## config.mk

```make
export PLATFORM = sky130hd
export DESIGN_NAME = perf_latency_gen
export DESIGN_NICKNAME = d
export VERILOG_FILES = /design/src/rtl/perf_latency_gen.sv
export SDC_FILE = /design/constraint.sdc
export NUM_CORES = 1
export LEC_CHECK = 0
export ABC_AREA = 0
export BUFFER_PORTS_ARGS = -buffer_cell sky130_fd_sc_hd__buf_2
export CORE_UTILIZATION = 65
export CTS_CLUSTER_DIAMETER = 100
export CTS_CLUSTER_SIZE = 12
export DETAILED_ROUTE_END_ITERATION = 6
export GPL_ROUTABILITY_DRIVEN = 1
export HOLD_SLACK_MARGIN = 0.03
export PLACE_DENSITY = 0.81
export SLEW_MARGIN = 20
export SYNTH_ARGS = -nofsm -noshare
export SYNTH_HDL_FRONTEND = slang
export SYNTH_SLANG_ARGS = --single-unit
```

## constraint.sdc

```tcl
create_clock -name clk_i -period 10.3 [get_ports clk_i]
set_input_delay 1.03 -clock clk_i [delete_from_list [all_inputs] [get_ports clk_i]]
set_output_delay 1.03 -clock clk_i [all_outputs]
set_load 0.05 [all_outputs]
```

## src/rtl/perf_latency_gen.sv

```systemverilog
// Latency generator: replays each accepted request as a response a programmed
// number of cycles later, strictly in acceptance order.
module perf_latency_gen #(
  parameter int DATA_WIDTH = 32,
  parameter int DEPTH      = 8,
  parameter int CNT_WIDTH  = 16
) (
  input  logic                    clk_i,
  input  logic                    rst_ni,
  input  logic                    cfg_en_i,
  input  logic [CNT_WIDTH-1:0]    cfg_latency_i,
  input  logic                    clear_i,
  input  logic                    req_valid_i,
  output logic                    req_ready_o,
  input  logic [DATA_WIDTH-1:0]   req_data_i,
  output logic                    rsp_valid_o,
  input  logic                    rsp_ready_i,
  output logic [DATA_WIDTH-1:0]   rsp_data_o,
  output logic [$clog2(DEPTH):0]  usage_o,
  output logic                    overdue_o
);

  localparam int PTR_W = $clog2(DEPTH);
  localparam logic [PTR_W:0] FULL_CNT = DEPTH[PTR_W:0];
  localparam logic [PTR_W:0] USE_ONE  = 1;

  typedef struct packed {
    logic [DATA_WIDTH-1:0] data;
    logic [CNT_WIDTH-1:0]  remaining;
  } entry_t;

  entry_t            entries [DEPTH];
  logic [PTR_W-1:0]  wr_ptr;
  logic [PTR_W-1:0]  rd_ptr;
  logic [PTR_W:0]    usage;
  logic              push;
  logic              pop;
  logic              head_due;
  logic [CNT_WIDTH-1:0] load_val;

  // Full is judged on the registered count, so a pop never frees a slot
  // for a push in the same cycle.
  assign req_ready_o = cfg_en_i && !clear_i && (usage < FULL_CNT);
  assign push        = req_valid_i && req_ready_o;

  assign head_due    = (entries[rd_ptr].remaining == '0);
  assign rsp_valid_o = (usage != '0) && head_due;
  assign pop         = rsp_valid_o && rsp_ready_i && !clear_i;
  assign overdue_o   = rsp_valid_o && !rsp_ready_i;

  // NOTE: the entry array has no reset; data is masked here instead, which
  // keeps the storage a plain register file while still reading 0 when idle.
  assign rsp_data_o  = rsp_valid_o ? entries[rd_ptr].data : '0;
  assign usage_o     = usage;

  // max(L,1)-1: latencies 0 and 1 both become due in the next cycle.
  assign load_val = (cfg_latency_i == '0) ? '0 : cfg_latency_i - CNT_WIDTH'(1);

  // Every slot counts down each cycle; stale slots are harmless because a
  // push always overwrites the countdown.
  always_ff @(posedge clk_i) begin
    for (int i = 0; i < DEPTH; i++) begin
      if (push && (wr_ptr == PTR_W'(i))) begin
        entries[i] <= '{data: req_data_i, remaining: load_val};
      end else if (entries[i].remaining != '0) begin
        entries[i].remaining <= entries[i].remaining - CNT_WIDTH'(1);
      end
    end
  end

  // NOTE: sequential state uses non-blocking assignments so every register
  // samples the pre-edge values regardless of statement order.
  always_ff @(posedge clk_i or negedge rst_ni) begin
    if (!rst_ni) begin
      wr_ptr <= '0;
      rd_ptr <= '0;
      usage  <= '0;
    end else if (clear_i) begin
      wr_ptr <= '0;
      rd_ptr <= '0;
      usage  <= '0;
    end else begin
      if (push) wr_ptr <= wr_ptr + PTR_W'(1);
      if (pop)  rd_ptr <= rd_ptr + PTR_W'(1);
      case ({push, pop})
        2'b10:   usage <= usage + USE_ONE;
        2'b01:   usage <= usage - USE_ONE;
        default: usage <= usage;
      endcase
    end
  end

endmodule
```

==> results.yml <==
sta:
  fin_setup_tns_ps: 0
  relSlewSlack: 0.2566
  clock_skew_ps: 13.96
  hold_viol: 0
  max_freq_mhz: 192.4
  tightestPinTransition_ps: 1113
  period_share: 0.5047
  rsz0062_at_grt: "false"
  drv_slew: 0
  setup_viol: 0
  min_period_ps: 5198
finish:
  drive_above_1_share: 0.1812
  layout_common_cells: "edfxtp_1 (384), nand2_1 (122), nor2_1 (116)"
  fin_nets: 1463
  syn2layout_area_growth_pct: 10.33
  final_cells: 1778
  stdcell_area_mm2: 0.02026
  layout_commonest_cell: "edfxtp_1"
logic_synthesis:
  synth_top_area_frac: 0.6279
  async_reset_ff_frac: 0.02538
  synth_seq_cells: 394
  synth.net_count: 1369
  synth_edf_count: 384
  synth.distinct_cells: 65
  synth_xor_area_frac: 0.05151
  synthAdderAreaFrac: 0.01472
  ys_top_cells_by_area: "edfxtp_1 (63%), mux4_2 (8.0%), xnor2_1 (3.1%)"
  yosysSeqAreaShare: 0.6415
  syn_inst: 1294
  ys.warnings.count: 0
  synthMuxAreaShare: 0.1042
  synthFlopType: "edfxtp_1"
  syn_area_mm2: 0.01837
  yosys.area.top_type: "edfxtp_1"
  synth_compound_area_frac: 0.05696
  synth_top_family_by_area: "simple AND/OR/NAND/NOR gates"
  yosys.area_share.simple: 0.1116
  avgSynthCellArea_um2: 14.19
worst_setup_path:
  cp.required_ps: 10760
  setup.worst_path.end: "usage_o[3]"
  r2r-start: "entries[0][10]"
  cp-start-kind: "flip-flop"
  cp_data_arrival_time_ps: 5660
  r2r_end: "usage_o[3]"
  worstSetupPathType: "reg -> reg"
  ff2ff_setup_slack_ps: 5100
  endpoint_kind: "flip-flop"
  cp_max_fo: 36
  reg2regPathDepth: 12
  crit_path_start: "entries[0][10]"
drt:
  wl_per_cell_um: 23.74
  drcViolationCount: 0
  first_pass_iters: 5
  ant_nets: 0
  totalWireLength_um: 42200
  routed_via_density: 6.451
  drt_iter0_markers: 1431
  via_count: 11470
clock_tree:
  cts_hold_buffers: 0
  htreeDepth: 2
  cts_sinks: 394
  tritoncts: "built"
  post_cts_buffers: 0
  ctsResizeCount: 0
  cts_buffers: 38
  cts_max_path_buffers: 3
  root_buffer: "clkbuf_16"
  worstSkewPairLatency_ps: 530
  clk_pin_slew_ps: 70
die:
  die_area_mm2: 0.02893
  die_x_um: 170.1
  start_util: 0.6611
  dieHeight_um: 170.1
  io_pins: 93
  core_area_mm2: 0.02778
  num_rows: 61
status:
  status: "complete, no violations"
pwr:
  ir_worst_vdd_uv: 152.3
  power_mw: 4.005
  pwr_density_cell_mw_per_mm2: 197.7
  leakage_nw: 6.728
placed_design:
  portBuffers: 92
  dp.cells: 1726
  hpwlAfterDp_um: 24250
  placed_area_mm2: 0.01919
  gp_congestion: 0.8699
worst_hold_path:
  min_path_type: "in -> async"
grt:
  grt_antenna_before_repair: 4
  grt_first_pass_wirelength_um: 64050
  overflow: 0
  grt_max_degree: 45
  grtUsageTotal: 0.2987
  grt_pass1_vias: 11284
job:
  maxCapViolCount: 0
==> flip-flops by register name, indices dropped and copies added, names as in the netlist <==
| name | count |
|---|---|
| wr_ptr | 3 |
| entries | 384 |
| rd_ptr | 3 |
| usage_o | 4 |
==> worst max-delay path, stage by stage (launching register included) <==
cell	delay (ps)
edfxtp_1	440
nor4_1	890
mux2_2	310
o21ai_1	90
a2111oi_4	470
nand2_2	650
nor4_1	820
ha_1	360
a21o_1	160
a21o_1	190
or4_1	400
o221a_1	230
nor2_1	90
==> kinds of logic after synthesis <==
logic type      Yosys count
compound gates          173
xor+xnor                108
buf+inv                  87
mux                     108
simple gates            403
flops                   394
fa+ha+maj                21
==> area by class of cell <==
class	instances	area, µm²
flip-flops and latches	394	11790
fillers	1760	7520
multi-input cells	813	6237
clock buffers	45	987.2
repair buffers	108	580.6
well taps	378	473.0
inverters	33	123.9
clock inverters	3	62.56
diodes	4	10.01
==> metrics by stage <==
step | setup slack, ps | hold WS [ps] | utilization
after floorplan | 5820 | 495.3 | -
after global placement | 5511 | 524.5 | 0.6908
after detailed placement | 5307 | 541.4 | 0.6909
after CTS | 5276 | 352.2 | 0.7287
after global routing | 4888 | 364.6 | 0.7291
final | 5102 | 358.1 | 0.7293
==> power breakdown <==
group	internal, mW	switching (mW)
combinational	0.246	0.263
sequential	2.03	0.222
clock	0.678	0.570
total	2.95	1.06
==> cell usage after synthesis (all sizes together), types with 4 or more instances <==
cell type / count
nor2: 124
o41ai: 4
nand3: 17
ha: 20
o22ai: 5
a31oi: 5
nor3: 29
o2bb2ai: 6
edfxtp: 384
nor4: 38
xor2: 42
mux4: 66
a21oi: 44
xnor2: 66
mux2i: 40
nor2b: 6
nand2: 123
nand3b: 4
o31ai: 8
or3: 10
clkbuf: 35
nand2b: 7
a21o: 11
buf: 19
nor3b: 7
or4: 14
nand4: 5
and3: 6
o21ai: 74
inv: 32
dfrtp: 10
nor4b: 4
==> per-layer routing <==
layer / up-vias / routed length [µm] / track usage / share of wire
met3: 100 / 3699 / 0.05744 / 0.088
li1: 5128 / - / - / -
met5: - / 0 / 0 / 0
met4: 0 / 1344 / 0.1038 / 0.032
met1: 5675 / 17060 / 0.4178 / 0.40
met2: 567 / 20100 / 0.4745 / 0.48
==> worst min path at each step <==
stage                   start          to  cells after the start
floorplan           wr_ptr[0]   wr_ptr[0]                      1
global placement    wr_ptr[0]   wr_ptr[0]                      1
detailed placement  wr_ptr[0]   wr_ptr[0]                      1
CTS                    rst_ni   wr_ptr[1]                      1
global route           rst_ni   rd_ptr[0]                      1
finish                 rst_ni  usage_o[3]                      1
Note: power is estimated with default switching activity, not from simulation.
